## config.mk

```make
export PLATFORM = sky130hd
export DESIGN_NAME = axi_id_alloc_ctrl
export DESIGN_NICKNAME = d
export VERILOG_FILES = /design/src/rtl/axi_pkg.sv /design/src/rtl/axi_id_alloc_ctrl_lzc.sv /design/src/rtl/axi_id_alloc_ctrl.sv
export SDC_FILE = /design/constraint.sdc
export NUM_CORES = 1
export LEC_CHECK = 0
export ABC_AREA = 0
export CAP_MARGIN = 30
export CELL_PAD_IN_SITES_DETAIL_PLACEMENT = 1
export CELL_PAD_IN_SITES_GLOBAL_PLACEMENT = 1
export CORE_MARGIN = 4
export CORE_UTILIZATION = 46
export DETAILED_ROUTE_END_ITERATION = 10
export HOLD_SLACK_MARGIN = 0.12
export PLACE_DENSITY = 0.83
export SETUP_SLACK_MARGIN = 0.5
export SLEW_MARGIN = 15
export SYNTH_ARGS = -nofsm -noshare
export SYNTH_HDL_FRONTEND = slang
export SYNTH_SLANG_ARGS = --single-unit
```

## constraint.sdc

```tcl
create_clock -name clk_i -period 4 [get_ports clk_i]
set_clock_uncertainty 0.15 [all_clocks]
set_input_delay 0.8 -clock clk_i [delete_from_list [all_inputs] [get_ports clk_i]]
set_output_delay 0.8 -clock clk_i [all_outputs]
set_load 0.02 [all_outputs]
```

## src/rtl/axi_pkg.sv

```systemverilog
// Shared helpers for the AXI ID remapper wrappers.
package axi_pkg;

    function automatic int cnt_width(input int max_txns);
        return $clog2(max_txns + 1);
    endfunction

endpackage

```

## src/rtl/axi_id_alloc_ctrl_lzc.sv

```systemverilog
// Trailing-zero counter: index of the lowest set bit, empty when no bit is set.
module axi_id_alloc_ctrl_lzc #(
    parameter int Width = 4,
    parameter int IdxW  = 2
) (
    input  logic [Width-1:0] vec,
    output logic [IdxW-1:0]  idx,
    output logic             empty
);

    always_comb begin
        idx   = '0;
        empty = 1'b1;
        for (int i = Width - 1; i >= 0; i--) begin
            if (vec[i]) begin
                idx   = IdxW'(i);
                empty = 1'b0;
            end
        end
    end

endmodule

```

## src/rtl/axi_id_alloc_ctrl.sv

```systemverilog
// ID allocation table for one remap direction: maps wide master IDs onto narrow
// slave IDs, keeping one slot per in-flight master ID to preserve same-ID ordering.
module axi_id_alloc_ctrl
    import axi_pkg::*;
#(
    parameter int IdWidthIn    = 4,
    parameter int IdWidthOut   = 2,
    parameter int TableSize    = 4,
    parameter int MaxTxnsPerId = 4
) (
    input  logic                  clk_i,
    input  logic                  rst_ni,
    input  logic                  push_valid_i,
    output logic                  push_ready_o,
    input  logic [IdWidthIn-1:0]  push_id_i,
    output logic [IdWidthOut-1:0] push_oup_id_o,
    input  logic                  pop_valid_i,
    input  logic [IdWidthOut-1:0] pop_oup_id_i,
    output logic [IdWidthIn-1:0]  pop_inp_id_o,
    output logic                  busy_o,
    output logic                  full_o
);

    localparam int IdxW = (TableSize > 1) ? $clog2(TableSize) : 1;
    localparam int CntW = cnt_width(MaxTxnsPerId);

    typedef logic [IdxW-1:0] idx_t;
    typedef logic [CntW-1:0] cnt_t;
    typedef struct packed {
        logic [IdWidthIn-1:0] inp_id;
        cnt_t                 cnt;
    } entry_t;

    localparam cnt_t                  MaxCnt   = cnt_t'(MaxTxnsPerId);
    localparam logic [IdWidthOut:0]   NumSlots = (IdWidthOut + 1)'(TableSize);

    if (TableSize < 1 || TableSize > 2 ** IdWidthOut) begin : g_bad_table_size
        $fatal(1, "axi_id_alloc_ctrl: TableSize must be in 1..2**IdWidthOut");
    end

    entry_t [TableSize-1:0] tbl_q;
    logic   [TableSize-1:0] used, hit_vec, push_sel, pop_sel;
    idx_t                   hit_idx, free_idx, sel_idx, pop_idx;
    logic                   hit, no_free, push_fire, pop_idx_ok, pop_fire;

    always_comb begin
        used    = '0;
        hit_vec = '0;
        for (int i = 0; i < TableSize; i++) begin
            used[i]    = (tbl_q[i].cnt != '0);
            hit_vec[i] = used[i] && (tbl_q[i].inp_id == push_id_i);
        end
    end

    always_comb begin
        hit_idx = '0;
        for (int i = TableSize - 1; i >= 0; i--) begin
            if (hit_vec[i]) hit_idx = idx_t'(i);
        end
    end

    axi_id_alloc_ctrl_lzc #(
        .Width (TableSize),
        .IdxW  (IdxW)
    ) i_free_lzc (
        .vec   (~used),
        .idx   (free_idx),
        .empty (no_free)
    );

    assign hit    = |hit_vec;
    assign busy_o = |used;
    assign full_o = &used;

    // Lookup depends only on registered state, never on push_valid_i.
    always_comb begin
        sel_idx       = hit ? hit_idx : free_idx;
        push_ready_o  = hit ? (tbl_q[hit_idx].cnt < MaxCnt) : !no_free;
        push_oup_id_o = (hit || !no_free) ? IdWidthOut'(sel_idx) : '0;
    end

    assign push_fire  = push_valid_i && push_ready_o;
    assign pop_idx_ok = ({1'b0, pop_oup_id_i} < NumSlots);
    assign pop_idx    = idx_t'(pop_oup_id_i);
    // Illegal pops are dropped so the counter can never wrap.
    assign pop_fire   = pop_valid_i && pop_idx_ok && (tbl_q[pop_idx].cnt != '0);

    assign pop_inp_id_o = pop_idx_ok ? tbl_q[pop_idx].inp_id : '0;

    always_comb begin
        push_sel = '0;
        pop_sel  = '0;
        for (int i = 0; i < TableSize; i++) begin
            push_sel[i] = push_fire && (sel_idx == idx_t'(i));
            pop_sel[i]  = pop_fire && (pop_idx == idx_t'(i));
        end
    end

    always_ff @(posedge clk_i or negedge rst_ni) begin
        if (!rst_ni) begin
            tbl_q <= '0;
        end else begin
            for (int i = 0; i < TableSize; i++) begin
                if (push_sel[i] && !pop_sel[i]) begin
                    tbl_q[i].cnt    <= tbl_q[i].cnt + cnt_t'(1);
                    tbl_q[i].inp_id <= push_id_i;
                end else if (pop_sel[i] && !push_sel[i]) begin
                    tbl_q[i].cnt <= tbl_q[i].cnt - cnt_t'(1);
                end
            end
        end
    end

    a_single_hit : assert property (@(posedge clk_i) disable iff (!rst_ni)
        $onehot0(hit_vec))
        else $error("axi_id_alloc_ctrl: more than one slot holds the same input ID");

    a_legal_pop : assert property (@(posedge clk_i) disable iff (!rst_ni)
        pop_valid_i |-> (pop_idx_ok && tbl_q[pop_idx].cnt != '0))
        else $error("axi_id_alloc_ctrl: pop of an empty or out-of-range slot");

endmodule
```

==> out/metrics.json <==
{
  "cpMostUsedCell": "clkdlybuf4s50_1",
  "post-place-cells": 220,
  "clock_power_share_pct": 8.3,
  "tritoncts_clock_tree": "built",
  "chipHeight_microns": 71.5,
  "core_footprint_sq_mm": 0.00377,
  "clk-insertion-delay-late_ns": 0.29,
  "setup_repair_after_global_routing_missed_its_margin": "false",
  "slew_headroom_pct": 49.0,
  "via_count": 1325,
  "cpPeakStageDelay_ns": 0.74,
  "grt_remaining_overflow": 0,
  "seq_area_frac_synth_pct": 37.8,
  "tightest_slew_ns": 0.759,
  "result_of_the_run": "completed",
  "h-tree-depth": 1,
  "hold-worst-slack_ns": 0.392,
  "cts-hold-fix-buffers": 0,
  "first_pass_grt_wire_length_microns": 7600,
  "seq_power_share_pct": 28.0,
  "fp-row-count": 22,
  "hold_path_depth": 1,
  "critical_path.startpoint_type": "input port",
  "layoutNonFillerInstCount": 228,
  "numCtsBuffers": 3,
  "registers.top_by_ff_count": "tbl_q",
  "critical_path.cell_chain": "clkdlybuf4s50_1, mux4_2, clkdlybuf4s50_1",
  "synth_top_cell_area_share_pct": 37.8,
  "worst-endpoint-arrival_ns": 2.49,
  "most-common-layout-cells": "dfrtp_1 (28), mux2_2 (20), buf_4 (18), xnor2_1 (12)",
  "netlist_area_sq_mm": 0.00185,
  "via_per_inst": 5.81,
  "drt_first_iter_violations": 56,
  "worstHoldPathType": "flop to flop",
  "final-hold-violation-count": 0,
  "total_leakage_power_uw": 0.000926,
  "die_w_microns": 71.5,
  "layout-drive-gt1-share_pct": 44.4,
  "synth.area.top_cells": "dfrtp_1 (38%), mux2_2 (12%), xnor2_1 (8.0%)",
  "detailed_place_hpwl_microns": 3370,
  "maximum_net_fanout_on_the_critical_path": 8,
  "period_minus_slack_ns": 3.44,
  "switching_share_pct": 43.1,
  "synth-warning-count": 0,
  "syn_nets": 168,
  "groute.usage.overall_pct": 19.3,
  "comb_power_share_pct": 63.7,
  "root_buffer": "clkbuf_8",
  "grt_start_max_net_pins": 29,
  "final_common_cell": "dfrtp_1",
  "largest_registers": "tbl_q (28)",
  "worstRegToRegCells": 10,
  "routed_wl_microns": 4660,
  "syn2layout_area_growth_pct": 26.3,
  "fin_crit_sh_pct": 86.0,
  "register_bit_count_reported_by_yosys": 28,
  "crit_path_top_delay_cell": "clkdlybuf4s50_1",
  "total_of_buffers_placed_on_input_and_output_ports": 18,
  "place_congestion": 0.933,
  "clock_sink_count": 28,
  "antenna_cells": 0,
  "avgSynthCellArea_sq_um": 12.4,
  "postSynthCellCount": 150,
  "synth_top_area_cell": "dfrtp_1",
  "achievable-frequency_ghz": 0.291,
  "layout.filler_cells": 380,
  "number_of_antenna_violations_at_the_first_check_in_global_routing": 0,
  "power.switching_uw": 941,
  "fin_nets": 199,
  "worst_setup_hold_path_clk_slew_ns": 0.09,
  "setup-violations-final": 0,
  "min_from": "tbl_q[23]$_DFFE_PN0P_",
  "start_util_pct": 49.2,
  "route.detailed.drc": 0,
  "peakVddDrop_mv": 0.400,
  "ios": 19,
  "p_int_uw": 1240,
  "critPathRequiredTime_ns": 3.05,
  "hold_critical_path_endpoint": "tbl_q[23]$_DFFE_PN0P_",
  "wl_per_cell_microns": 20.4,
  "criticalPathCategory": "input port to output port",
  "rr_endpoint": "tbl_q[16]$_DFFE_PN0P_",
  "reg2reg_slack_ns": 0.65,
  "cp-end-kind": "output port",
  "cellPowerDensity_mw_per_mm2": 932,
  "slew_viol_final": 0,
  "design.die.area_sq_mm": 0.00511,
  "synth_cell_type_count": 41,
  "via_count_of_the_first_global_routing_pass": 1457,
  "max-clock-path-buffers": 2,
  "critical_path.reg2reg.startpoint": "tbl_q[14]$_DFFE_PN0P_",
  "detailedRoute.firstPassIterationCount": 4,
  "postRouteAntennaNets": 0,
  "drv_cap": 0,
  "largest_register_ffs": 28
}
-- repair_timing --
action / 4_1_cts / 5_1_grt
setup buffers: 1 / 3
pin swaps: 8 / 11
endpoints found under the setup margin: 24 / 10
gates resized for setup: 29 / 28
-- how the worst max path moves through the flow --
stage	from	to	slack, ns	cells after the start
finish	pop_oup_id_i[0]	pop_inp_id_o[0]	0.56	3
global route	push_id_i[3]	tbl_q[16]$_DFFE_PN0P_	0.45	15
CTS	push_id_i[0]	tbl_q[16]$_DFFE_PN0P_	0.49	13
detailed placement	push_id_i[0]	push_oup_id_o[1]	-0.15	6
global placement	push_id_i[0]	push_ready_o	-0.1	7
floorplan	push_id_i[0]	tbl_q[16]$_DFFE_PN0P_	0.45	13
-- cell families (layout without fill, tap and decap cells) --
group	Yosys count	count (layout)	synth area share, %
mux	24	24	17.0
flops	28	28	37.8
simple gates	33	33	13.2
xor+xnor	28	28	13.6
fa+ha+maj	8	8	7.02
buf+inv	16	46	4.86
compound gates	13	13	6.48
-- per-layer routing --
layer | GRT usage (%) | share of wire (%)
met1 | 24.4 | 43
met4 | 8.56 | 2.9
met5 | 0 | 0
met3 | 3.65 | 3.9
met2 | 32.1 | 50
-- cells in the mapped netlist --
cell       number
nand3b_1        1
a211oi_4        1
nor4_4          1
buf_6           4
a21oi_1         1
nor4b_1         1
a211oi_1        1
xnor2_1        17
o31ai_1         1
a211oi_2        1
nand4b_1        2
nor2_1          6
nand2_1         1
nor4b_2         1
or4b_2          1
o21a_1          1
xor2_1         10
and4bb_1        1
a22oi_1         1
a2bb2oi_1       1
nor4_2          1
fa_1            4
clkbuf_1        6
inv_1           6
ha_1            4
nor2_2          1
o211ai_1        1
nor4_1          1
xor2_2          1
dfrtp_1        28
nor3_2          2
o22ai_2         1
o21ai_0         1
mux4_2          4
a22oi_2         1
nand4_1         5
and4_1          2
nor3_1          4
mux2_2         20
or3_1           2
o22ai_1         1
-- power by group through the flow --
stage / combinational, uW / sequential, uW / clock, uW
global placement: 1160 / 585 / 0
global route: 1500 / 639 / 201
CTS: 1250 / 599 / 184
detailed placement: 1220 / 601 / 0
finish: 1390 / 610 / 181
floorplan: 842 / 558 / 0
-- layout make-up --
class	instances	area (sq um)	share of cell area, %
multi-input combinational	106	1210	51.7
sequential	28	701	29.9
timing repair buffer	36	294	12.6
tap	48	60.1	2.56
clock buffer	4	55.1	2.35
inverter	6	22.5	0.962
-- worst max-delay path: cells and delay by family --
| kind | cells | cell delay, ns |
|---|---|---|
| buf+inv | 2 | 1.30 |
| mux | 1 | 0.39 |
-- metrics by stage --
step                power (uW)  setup slack, ns  TNS (ns)  util, %  cell area [sq um]
detailed placement        1820           -0.149     -1.11     56.5               2130
global placement          1740          -0.0963    -0.198     56.5               2130
global route              2340            0.449         0     62.1               2340
finish                    2180            0.559         0     62.1               2340
floorplan                 1400            0.455         0        -               1870
CTS                       2040            0.494         0     59.0               2220
Note: power is estimated with default switching activity, not from simulation.
